==> config.mk <==
export PLATFORM = sky130hd
export DESIGN_NAME = cmp_result_monitor
export DESIGN_NICKNAME = d
export VERILOG_FILES = /design/src/rtl/cmp_mon_pkg.sv /design/src/rtl/cmp_run_detector.sv /design/src/rtl/cmp_result_monitor.sv
export SDC_FILE = /design/constraint.sdc
export NUM_CORES = 1
export LEC_CHECK = 0
export BUFFER_PORTS_ARGS = -buffer_cell sky130_fd_sc_hd__buf_2
export CORE_MARGIN = 3
export CORE_UTILIZATION = 45
export DETAILED_ROUTE_END_ITERATION = 10
export PLACE_DENSITY = 0.8
export SYNTH_ARGS = -nofsm -noshare
export SYNTH_HDL_FRONTEND = slang
export SYNTH_HIERARCHICAL = 1
export SYNTH_SLANG_ARGS = --single-unit
export TNS_END_PERCENT = 20
==> constraint.sdc <==
create_clock -name clk -period 2.9 [get_ports clk]
set_input_delay 0.435 -clock clk [delete_from_list [all_inputs] [get_ports clk]]
set_output_delay 0.435 -clock clk [all_outputs]
set_load 0.02 [all_outputs]
==> src/rtl/cmp_mon_pkg.sv <==
// Shared types and helpers for the comparator result monitor.
// Optional flag checking is enabled with CMP_MON_CHECK_EN.
package cmp_mon_pkg;

  typedef enum logic {
    ACCUM,
    REPORT
  } state_t;

  typedef enum logic [1:0] {
    LT,
    GT,
    EQ
  } cls_t;

  // greater wins over lesser, anything else is EQ
  function automatic cls_t classify(
    input logic lesser,
    input logic greater
  );
    cls_t c;
    priority case (1'b1)
      greater: c = GT;
      lesser:  c = LT;
      default: c = EQ;
    endcase
    return c;
  endfunction

  function automatic logic onehot3(
    input logic [2:0] f
  );
    return (^f) & ~(&f);
  endfunction

endpackage

==> src/rtl/cmp_run_detector.sv <==
// Tracks runs of identical outcome classes within a window and
// raises a sticky alarm once a run reaches RUN_LEN.
module cmp_run_detector
  import cmp_mon_pkg::*;
#(
  parameter int RUN_LEN = 4
) (
  input  logic clk,
  input  logic rst,
  input  logic clr,
  input  logic upd,
  input  cls_t cls,
  output logic run_alarm
);

  localparam int RW = $clog2(RUN_LEN + 1);

  logic [RW-1:0] run_cnt;
  logic [RW-1:0] run_nxt;
  cls_t          prev;
  logic          have_prev;

  always_comb begin
    run_nxt = run_cnt;
    if (!have_prev || cls != prev) begin
      run_nxt = RW'(1);
    end else if (run_cnt < RW'(RUN_LEN)) begin
      run_nxt = run_cnt + RW'(1);
    end
  end

  always_ff @(posedge clk or posedge rst) begin
    if (rst) begin
      run_cnt   <= '0;
      prev      <= EQ;
      have_prev <= 1'b0;
      run_alarm <= 1'b0;
    end else if (clr) begin
      run_cnt   <= '0;
      prev      <= EQ;
      have_prev <= 1'b0;
      run_alarm <= 1'b0;
    end else if (upd) begin
      run_cnt   <= run_nxt;
      prev      <= cls;
      have_prev <= 1'b1;
      if (run_nxt == RW'(RUN_LEN)) begin
        run_alarm <= 1'b1;
      end
    end
  end

endmodule

==> src/rtl/cmp_result_monitor.sv <==
// Windowed summary of comparator outcomes with valid/ready on both sides.
// Define CMP_MON_CHECK_EN to flag and skip samples with non-one-hot flags.
module cmp_result_monitor
  import cmp_mon_pkg::*;
#(
  parameter int WIDTH   = 16,
  parameter int WINDOW  = 8,
  parameter int RUN_LEN = 4
) (
  input  logic                       clk,
  input  logic                       rst,
  input  logic                       in_valid,
  output logic                       in_ready,
  input  logic [WIDTH-1:0]           a,
  input  logic [WIDTH-1:0]           b,
  input  logic                       lesser,
  input  logic                       greater,
  input  logic                       equal,
  output logic                       out_valid,
  input  logic                       out_ready,
  output logic [$clog2(WINDOW+1)-1:0] lt_cnt,
  output logic [$clog2(WINDOW+1)-1:0] gt_cnt,
  output logic [$clog2(WINDOW+1)-1:0] eq_cnt,
  output logic [WIDTH-1:0]           max_val,
  output logic                       run_alarm,
  output logic                       flag_err
);

  localparam int CW = $clog2(WINDOW + 1);

  state_t          state;
  state_t          state_nxt;
  logic [CW-1:0]   scnt;
  logic            accept;
  logic            last;
  logic            clr;
  logic            good;
  logic            upd;
  cls_t            cls;
  logic [WIDTH-1:0] smax;

  assign accept = in_valid && (state == ACCUM);
  assign last   = (scnt == CW'(WINDOW - 1));
  assign clr    = (state == REPORT) && out_ready;
  assign cls    = classify(lesser, greater);
  assign smax   = greater ? a : b;
  assign upd    = accept && good;

`ifdef CMP_MON_CHECK_EN
  assign good = onehot3({lesser, greater, equal});

  always_ff @(posedge clk or posedge rst) begin
    if (rst) begin
      flag_err <= 1'b0;
    end else if (clr) begin
      flag_err <= 1'b0;
    end else if (accept && !good) begin
      flag_err <= 1'b1;
    end
  end
`else
  logic unused_eq;

  assign good      = 1'b1;
  assign flag_err  = 1'b0;
  assign unused_eq = equal;
`endif

  always_comb begin
    state_nxt = state;
    in_ready  = 1'b0;
    out_valid = 1'b0;
    unique case (state)
      ACCUM: begin
        in_ready = 1'b1;
        if (accept && last) begin
          state_nxt = REPORT;
        end
      end
      REPORT: begin
        out_valid = 1'b1;
        if (out_ready) begin
          state_nxt = ACCUM;
        end
      end
    endcase
  end

  always_ff @(posedge clk or posedge rst) begin
    if (rst) begin
      state <= ACCUM;
    end else begin
      state <= state_nxt;
    end
  end

  // counts stay below WINDOW+1 since only WINDOW samples enter a window
  always_ff @(posedge clk or posedge rst) begin
    if (rst) begin
      scnt    <= '0;
      lt_cnt  <= '0;
      gt_cnt  <= '0;
      eq_cnt  <= '0;
      max_val <= '0;
    end else if (clr) begin
      scnt    <= '0;
      lt_cnt  <= '0;
      gt_cnt  <= '0;
      eq_cnt  <= '0;
      max_val <= '0;
    end else if (accept) begin
      scnt <= scnt + CW'(1);
      if (good) begin
        unique case (cls)
          LT:      lt_cnt <= lt_cnt + CW'(1);
          GT:      gt_cnt <= gt_cnt + CW'(1);
          default: eq_cnt <= eq_cnt + CW'(1);
        endcase
        if (smax > max_val) begin
          max_val <= smax;
        end
      end
    end
  end

  cmp_run_detector #(
    .RUN_LEN (RUN_LEN)
  ) u_run (
    .clk       (clk),
    .rst       (rst),
    .clr       (clr),
    .upd       (upd),
    .cls       (cls),
    .run_alarm (run_alarm)
  );

endmodule

==> results.ini, run 1 <==
[logic_synthesis]
seq_area_frac_synth_pct = 41.3
synth_edf_count = 0
synthAdderAreaFrac_pct = 10.8
synthCells = 237
synth.distinct_cells = 43
synth_top_family_by_area = multiplexers
synth-simple-area-share_pct = 13.6
yosysWarnings = 6
syn_avg_cell_area_um2 = 10.2
syn_area_um2 = 2430
synth_nets = 297
synth-async-reset-ratio_pct = 100
synthMuxAreaShare_pct = 16.4
synth-seq-cells = 40
synth_xor_area_share_pct = 3.61
synth_compound_area_share_pct = 9.28
ys.flop_type = dfrtp_1

[placed_design]
io_buffers = 68
gp_congestion = 0.768
place_ws_ns = -0.103
hpwl_mm = 4.12
dp.cells = 377

[power]
comb_power_share_pct = 51.6
powerDensity_nw_per_um2 = 939
p_sw_mw = 1.19
power_frac_seq_pct = 35.0
intPower_mw = 1.62
p_sw_share_pct = 42.2
leakage_nw = 1.50
ir_drop_mv = 0.399
power_frac_clock_pct = 13.4

[cells_and_area]
nets = 374
nFillCells = 430
diodes = 0
multi_input_area_um2 = 1310
most-common-layout-cells = 68 x buf_2, 39 x dfrtp_1, 36 x nor2_1
stdcell_count = 385
final_util_pct = 57.8
layout-drive-gt1-share_pct = 35.9
regArea_um2 = 1000
mostFrequentLayoutCell = buf_2
area_growth_pct = 23.2

[clock_tree]
post_cts_buffers = 0
cts_tree = yes
cts_resized = 0
cts_made_buffers = 5
cts.sinks = 40
cts-htree-levels = 2
cts.clk_slew.worst_paths_ns = 0.08
clock_latency_ns = 0.29
clockBufferDepth = 2
cts-root-buf = clkbuf_8
cts_hold_buffers = 0

[floorplanning]
io_pins = 71
dieWidth_um = 79.4
start_util_pct = 46.9
std_cell_rows = 26
core_area_um2 = 5170
dieArea_um2 = 6310
die_y_um = 79.4

[worst_setup_path]
path_max_fanout = 11
path_cells = buf_2 > buf_12 > mux2_2 > ha_1 > a21oi_1 > o21ai_0 > a221oi_2 > a31oi_4 > buf_4 > mux2_1
cp.arrival_ns = 2.86
worst_ep_required_time_ns = 3.07
crit_path_start_kind = input pin
cp_slowest_cell = a221oi_2
cpPeakStageDelay_ns = 0.39
timing.critical_path.max_delay_family = compound AO/OA/AOI/OAI gates
cp-end-kind = flop
r2r_slack_ns = 0.71
crit_type = in -> reg
critPathBufInv = 3

[timing]
hold_viol_final = 0
clock.fmax_ghz = 0.372
rsz0062_at_grt = false
worst_pin_slew_ns = 0.628
setup_ws_ns = 0.213
final_max_slew_viol_count = 0
max_slew_margin_pct = 58.0
finalCritPeriodShare_pct = 92.6
setup_viol = 0
min_period_ns = 2.69
clock_skew_ns = 0.00901

[run_status]
status = finished clean

[global_route]
antenna_found_initial = 0
grt_pass1_wl_mm = 8.69
grt-ovfl-total = 0
grt_max_degree = 30
grtUsageTotal_pct = 17.5
grt_pass1_vias = 1889

[detailed_routing]
wl_per_cell_um = 13.5
drt_iter0_drc = 111
routed_wl_mm = 5.20
detail-route-antenna-nets = 0
firstDrtPassIters = 4
vias = 1920
drc = 0
via_per_inst = 4.99

[job]
max-cap-violations = 0

[hold_path]
holdCritPathClass = in -> async

worst reg2reg max path: cells and delay by family (launching register included):
family | cells | cell delay, ns
flip-flops | 1 | 0.34
multiplexers | 1 | 0.34
buffers and inverters | 2 | 0.24
adder cells (fa/ha/maj) | 1 | 0.30
AO/OA/AOI/OAI | 3 | 0.73
AND/OR/NAND/NOR | 1 | 0.13
per-stage QoR:
step	power (mW)	TNS, ns	cell area, µm²	hold slack [ns]
4_1_cts	2.85	0	2990	0.0489
5_1_grt	3.07	0	2990	0.0437
3_3_place_gp	2.38	-0.201	2900	0.368
2_1_floorplan	1.99	0	2430	0.238
3_5_place_dp	2.46	-1.21	2900	0.371
6_report	2.81	0	2990	0.0473
layout make-up:
| class | instances | area share (%) |
|---|---|---|
| Clock buffer | 8 | 3.01 |
| Inverter | 20 | 2.51 |
| Multi-Input combinational cell | 169 | 43.7 |
| Sequential cell | 40 | 33.5 |
| Tap cell | 70 | 2.93 |
| Timing Repair Buffer | 78 | 14.3 |
cell families (layout without fill, tap and decap cells):
group,Yosys count,after routing
xor gates and xnor gates,10,10
buffers and inverters,28,106
DFF,40,40
and+or+nand+nor,71,71
AOI/OAI and AO/OA,30,30
muxes,36,36
other,1,1
adders and majority gates,21,21
power groups by stage:
stage	Clock [mW]	Combinational, mW	Sequential (mW)
6_report	0.376	1.45	0.982
5_1_grt	0.420	1.62	1.03
4_1_cts	0.392	1.47	0.985
3_5_place_dp	0	1.46	0.994
3_3_place_gp	0	1.40	0.987
2_1_floorplan	0	0.772	1.22
cells in the mapped netlist, types with 2 or more instances:
library cell / instances / area share (%)
dfrtp_1: 39 / 40
a21o_1: 2 / 0.62
nor2b_1: 2 / 0.52
nand4_1: 8 / 2.1
nor3b_1: 2 / 0.62
nand2b_1: 3 / 0.77
xor2_1: 8 / 2.9
nand3_1: 4 / 0.82
mux2_2: 22 / 10
mux2i_1: 5 / 2.1
o21ai_0: 7 / 1.4
ha_1: 21 / 11
nor2_1: 36 / 5.6
xnor2_1: 2 / 0.72
buf_1: 3 / 0.46
mux2_1: 9 / 4.2
clkbuf_1: 2 / 0.31
nand2_1: 12 / 1.9
a21oi_1: 8 / 1.6
inv_1: 19 / 2.9
state kept, by name (all words and copies together), names as in the netlist:
name / count
eq_cnt: 4
u_run/prev: 2
lt_cnt: 4
max_val: 16
gt_cnt: 4
u_run/run_alarm: 1
scnt: 4
state: 1
u_run/have_prev: 1
u_run/run_cnt: 3
final timing paths:
check                      startpoint           to  cells past startpoint
max reg2reg                max_val[1]  max_val[13]                      8
min                               rst  max_val[11]                      2
max                           greater   max_val[7]                     10
max in group asynchronous         rst    lt_cnt[2]                      3
min in group clk            out_ready        state                      2
min reg2reg                   scnt[3]      scnt[3]                      1
per-layer routing:
metal | vias to the layer above | GRT usage [%] | routed length [µm]
met2 | 41 | 28.8 | 2630
met3 | 2 | 4.18 | 201
met1 | 903 | 22.8 | 2320
met5 | - | 0 | 0
met4 | 0 | 5.33 | 44
li1 | 974 | - | -
Power figures use the tool's default switching activity.
==> inputs of run 2 (changes only) <==
- BUFFER_PORTS_ARGS: -buffer_cell sky130_fd_sc_hd__buf_2 -> -buffer_cell sky130_fd_sc_hd__buf_4
- CORE_UTILIZATION: 45 -> 52
- PLACE_DENSITY: 0.8 -> 0.89
- REMOVE_ABC_BUFFERS: not set -> 1
==> run 2 against run 1 <==
Compared with the run above: non-clock buffer count fell by 2; die area fell by 12%; sequential power rose by 2%; count of clock-buffer cells in the layout fell by 2; utilization rose by 12 points; critical path depth fell by 1; combinational power rose by 7%; critical path type unchanged; largest cell class unchanged.
==> results.ini, run 2 (synthesized netlist as in run 1, its figures left out) <==
[run_status]
status = finished clean

[clock_tree]
cts-root-buf = clkbuf_8
clock_latency_ns = 0.29  ; about the same
cts_resized = 0  ; unchanged
cts.sinks = 40  ; unchanged
clockBufferDepth = 2  ; unchanged
cts-htree-levels = 2  ; unchanged
cts.clk_slew.worst_paths_ns = 0.09  ; about the same
cts_tree = yes
cts_hold_buffers = 0  ; unchanged
cts_made_buffers = 5  ; unchanged
post_cts_buffers = 0  ; unchanged

[cells_and_area]
mostFrequentLayoutCell = buf_4
nets = 372  ; -0.53%
stdcell_count = 365  ; -5.2%
regArea_um2 = 1000  ; unchanged
area_growth_pct = 28.5
regMostFlops = max_val
nFillCells = 342  ; -20%
diodes = 0  ; unchanged
most-common-layout-cells = 76 x buf_4, 39 x dfrtp_1, 36 x nor2_1
largest_reg_flops = 16  ; unchanged
multi_input_area_um2 = 1310  ; unchanged
layout-drive-gt1-share_pct = 36.1  ; +0.23 points

[floorplanning]
die_y_um = 74.3  ; -6.5%
core_area_um2 = 4440  ; -14%
std_cell_rows = 24  ; -7.7%
dieArea_um2 = 5520  ; -12%
dieWidth_um = 74.3  ; -6.5%
io_pins = 71  ; unchanged
start_util_pct = 54.6  ; +7.7 points

[worst_setup_path]
r2r_slack_ns = 0.70  ; about the same
path_max_fanout = 16  ; +5
r2r_cells = 7  ; -1
cp-end-kind = flop
worst_ep_required_time_ns = 3.08  ; about the same
timing.rr.end = max_val[9]
crit_type = in -> reg
cp-startpoint = greater
reg2reg_from = max_val[11]
cp.arrival_ns = 2.73  ; -0.13 ns
crit_path_start_kind = input pin

[global_route]
grtUsageTotal_pct = 19.8  ; +2.3 points
grt_pass1_vias = 1954  ; +3.4%
grt-ovfl-total = 0  ; unchanged
grt_max_degree = 21  ; -30%
antenna_found_initial = 0  ; unchanged
grt_pass1_wl_mm = 8.59  ; -1.1%

[power]
leakage_nw = 1.54  ; +2.6%
ir_drop_mv = 0.534  ; +34%
powerDensity_nw_per_um2 = 946  ; +0.68%

[detailed_routing]
vias = 2006  ; +4.5%
drt_iter0_drc = 76  ; -32%
routed_wl_mm = 5.17  ; -0.48%
detail-route-antenna-nets = 0  ; unchanged
firstDrtPassIters = 4  ; unchanged
drc = 0  ; unchanged
via_per_inst = 5.50  ; +10%
wl_per_cell_um = 14.2  ; +5.0%

[timing]
clock.fmax_ghz = 0.392  ; +5.2%
finalCritPeriodShare_pct = 88.1  ; -4.6 points
rsz0062_at_grt = false
tns_ns = 0  ; unchanged
timing.hold.ws_ns = 0.0751  ; +0.0278 ns
setup_viol = 0  ; unchanged
clock_skew_ns = 0.00874  ; -0.000273 ns
final_max_slew_viol_count = 0  ; unchanged
max_slew_margin_pct = 56.3  ; -1.7 points
worst_pin_slew_ns = 0.654  ; +0.0256 ns
min_period_ns = 2.55  ; -0.133 ns
hold_viol_final = 0  ; unchanged

[job]
max-cap-violations = 0  ; unchanged

[placed_design]
dp.cells = 357  ; -5.3%
io_buffers = 68  ; unchanged
hpwl_mm = 4.04  ; -2.1%
gp_congestion = 0.814  ; +6.0%

[hold_path]
holdCritPathClass = in -> async

[run 2: changes by cell type in the layout (fill, tap and decap cells not counted)]
| cell | before | now |
|---|---|---|
| buf_2 | 68 | 0 |
| buf_12 | 1 | 0 |
| clkbuf_1 | 2 | 0 |
| buf_4 | 9 | 76 |
| clkinvlp_4 | 0 | 2 |
[run 2: critical path, stage by stage]
cell and delay, ns:
buf_4 0.23, mux2_2 0.39, ha_1 0.30, nor2b_1 0.13, o211ai_1 0.09, a2111o_1 0.40, a31oi_4 0.21, buf_4 0.19
mux2_2 0.34
[run 2: power by group]
part           switching [mW]  internal [mW]
sequential              0.192          0.807
combinational           0.813          0.736
clock                   0.208          0.193
total                    1.21           1.74
[run 2: through the flow]
| stage | util (%) | cell area (µm²) | setup WS, ns | power, mW |
|---|---|---|---|---|
| 2_1_floorplan | - | 2380 | 0.320 | 1.97 |
| 3_3_place_gp | 68.0 | 3020 | 0.0836 | 2.50 |
| 3_5_place_dp | 68.0 | 3020 | 0.0391 | 2.57 |
| 4_1_cts | 70.2 | 3120 | 0.338 | 2.97 |
| 5_1_grt | 70.2 | 3120 | 0.261 | 3.19 |
| 6_report | 70.2 | 3120 | 0.346 | 2.95 |
[run 2: routing by layer]
metal	global-route usage, %	part of all wire [%]
met3	5.00	5.5
met5	0	0
met4	4.55	1.1
met1	25.1	43
met2	34.2	50
[run 2: final cells by class]
| cell class | instances | share of cell area (%) |
|---|---|---|
| clock buffers | 6 | 2.65 |
| clock inverters | 2 | 0.482 |
| inverters | 20 | 2.41 |
| multi-input cells | 169 | 41.9 |
| flip-flops and latches | 40 | 32.1 |
| well taps | 52 | 2.09 |
| repair buffers | 76 | 18.3 |
[run 2: worst max-delay path by stage]
stage                             end  slack [ns]  cells past startpoint
after global routing      max_val[12]        0.26                      9
after detailed placement  max_val[14]        0.04                      9
after global placement     max_val[9]        0.08                      9
after CTS                  max_val[9]        0.34                      9
after floorplan           max_val[10]        0.32                      6
final                      max_val[9]        0.35                      9
==> inputs of run 3 (changes only) <==
- CAP_MARGIN: not set -> 20
- REMOVE_ABC_BUFFERS: 1 -> not set
==> run 3 against run 2 <==
Compared with the run above: count of clock-buffer cells in the layout is the same; fmax shrank 1.8%; routed wire length up 5.5%; critical path depth fell by 1; cell area is 1.0% higher; clock skew shrank 0.0028 ns; clock power rose by 20%; power grew 3.5%; critical path type unchanged; largest power group unchanged; highest routed layer unchanged.
==> results.ini, run 3 (synthesized netlist as in run 1, its figures left out) <==
[timing]
min_period_ns = 2.60  ; +0.0477 ns
hold_viol_final = 0  ; unchanged
clock.fmax_ghz = 0.384  ; -1.8%
finalCritPeriodShare_pct = 89.7  ; +1.6 points
final_max_slew_viol_count = 0  ; unchanged
max_slew_margin_pct = 38.8  ; -18 points
clock_skew_ns = 0.00595  ; -0.00279 ns
rsz0062_at_grt = false
setup_viol = 0  ; unchanged
timing.hold.ws_ns = 0.0713  ; -0.00382 ns
worst_pin_slew_ns = 0.916  ; +0.262 ns

[worst_setup_path]
reg2reg_from = max_val[9]
r2r_cells = 7  ; unchanged
timing.rr.end = max_val[8]
r2r_slack_ns = 0.66  ; -0.04 ns
cp.arrival_ns = 2.78  ; +0.05 ns
path_max_fanout = 17  ; +1
cp-end-kind = flop
crit_type = in -> reg
worst_ep_required_time_ns = 3.08  ; about the same
crit_path_start_kind = input pin

[cells_and_area]
final_util_pct = 70.9  ; +0.70 points
area_growth_pct = 29.7
multi_input_area_um2 = 1310  ; unchanged
nets = 373  ; +0.27%
regMostFlops = max_val
diodes = 0  ; unchanged
layout-drive-gt1-share_pct = 36.3  ; +0.20 points
most-common-layout-cells = 77 x buf_4, 39 x dfrtp_1, 36 x nor2_1
mostFrequentLayoutCell = buf_4
nFillCells = 324  ; -5.3%
regArea_um2 = 1000  ; unchanged
largest_reg_flops = 16  ; unchanged

[clock_tree]
cts.sinks = 40  ; unchanged
cts-root-buf = clkbuf_8
cts_resized = 0  ; unchanged
clock_latency_ns = 0.29  ; about the same
post_cts_buffers = 0  ; unchanged
cts_tree = yes
cts.clk_slew.worst_paths_ns = 0.08  ; about the same
cts_hold_buffers = 0  ; unchanged
cts_made_buffers = 5  ; unchanged
clockBufferDepth = 2  ; unchanged
cts-htree-levels = 2  ; unchanged

[global_route]
grt_max_degree = 25  ; +19%
grt-ovfl-total = 0  ; unchanged
grt_pass1_vias = 1955  ; +0.051%
antenna_found_initial = 0  ; unchanged
grtUsageTotal_pct = 20.9  ; +1.2 points
grt_pass1_wl_mm = 8.87  ; +3.2%

[floorplanning]
die_y_um = 74.3  ; unchanged
dieWidth_um = 74.3  ; unchanged
io_pins = 71  ; unchanged
dieArea_um2 = 5520  ; unchanged
core_area_um2 = 4440  ; unchanged
start_util_pct = 54.6  ; unchanged
std_cell_rows = 24  ; unchanged

[power]
ir_drop_mv = 0.525  ; -1.7%
leakage_nw = 1.56  ; +1.5%
powerDensity_nw_per_um2 = 969  ; +2.5%

[run_status]
status = finished clean

[placed_design]
hpwl_mm = 4.20  ; +3.9%
io_buffers = 68  ; unchanged
gp_congestion = 0.791  ; -2.8%

[detailed_routing]
wl_per_cell_um = 14.9  ; +5.2%
vias = 1978  ; -1.4%
drt_iter0_drc = 76  ; unchanged
via_per_inst = 5.40  ; -1.7%
firstDrtPassIters = 4  ; unchanged
routed_wl_mm = 5.45  ; +5.5%
detail-route-antenna-nets = 0  ; unchanged
drc = 0  ; unchanged

[job]
max-cap-violations = 0  ; unchanged

[hold_path]
holdCritPathClass = in -> async

## run 3: changes by cell type in the layout (fill, tap and decap cells not counted), sizes merged
| cell | change |
|---|---|
| clkinvlp | -2 |
| buf | +1 |
| bufinv | +1 |
| clkinv | +1 |
## run 3: worst max path at each step
stage | slack [ns] | depth (start not counted) | startpoint | to
after detailed placement | -0.02 | 8 | greater | max_val[8]
after global routing | 0.19 | 9 | greater | max_val[5]
after CTS | 0.29 | 8 | greater | max_val[8]
after global placement | 0.06 | 8 | greater | max_val[10]
final | 0.30 | 8 | greater | max_val[8]
after floorplan | 0.02 | 8 | greater | max_val[14]
## run 3: routing by layer
metal  global-route usage [%]  wire length (µm)  up-vias
met2                     37.1              2910       52
met4                     7.31                84        0
met3                     4.05               224        7
met1                     25.5              2230      952
met5                        0                 0        -
li1                         -                 -      967
## run 3: power breakdown
group,total (mW),switching [mW],internal (mW)
logic,1.57,0.834,0.739
clock network,0.479,0.198,0.281
registers,1.00,0.195,0.807
total,3.05,1.23,1.83
## run 3: area by class of cell
type                       count  share of cell area, %
tap                           52                   2.07
sequential                    40                   31.8
inverter                      20                   2.38
clock buffer                   6                   2.62
clock inverter                 2                   1.23
multi-input combinational    169                   41.5
timing repair buffer          77                   18.4
## run 3: through the flow
stage / setup TNS (ns) / power [mW] / setup slack [ns] / cells / area [µm²]
final: 0 / 3.05 / 0.298 / 366 / 3150
after global routing: 0 / 3.29 / 0.187 / 366 / 3150
after CTS: 0 / 3.08 / 0.290 / 366 / 3150
after detailed placement: -0.112 / 2.58 / -0.0244 / 358 / 3030
after global placement: 0 / 2.50 / 0.0602 / 358 / 3030
after floorplan: 0 / 1.99 / 0.0181 / 237 / 2430
## run 3: critical path, stage by stage
cell	delay, ns
buf_4	0.24
mux2_2	0.39
ha_1	0.32
nand4_1	0.17
a2111o_1	0.47
a31oi_4	0.21
buf_4	0.20
mux2_2	0.34
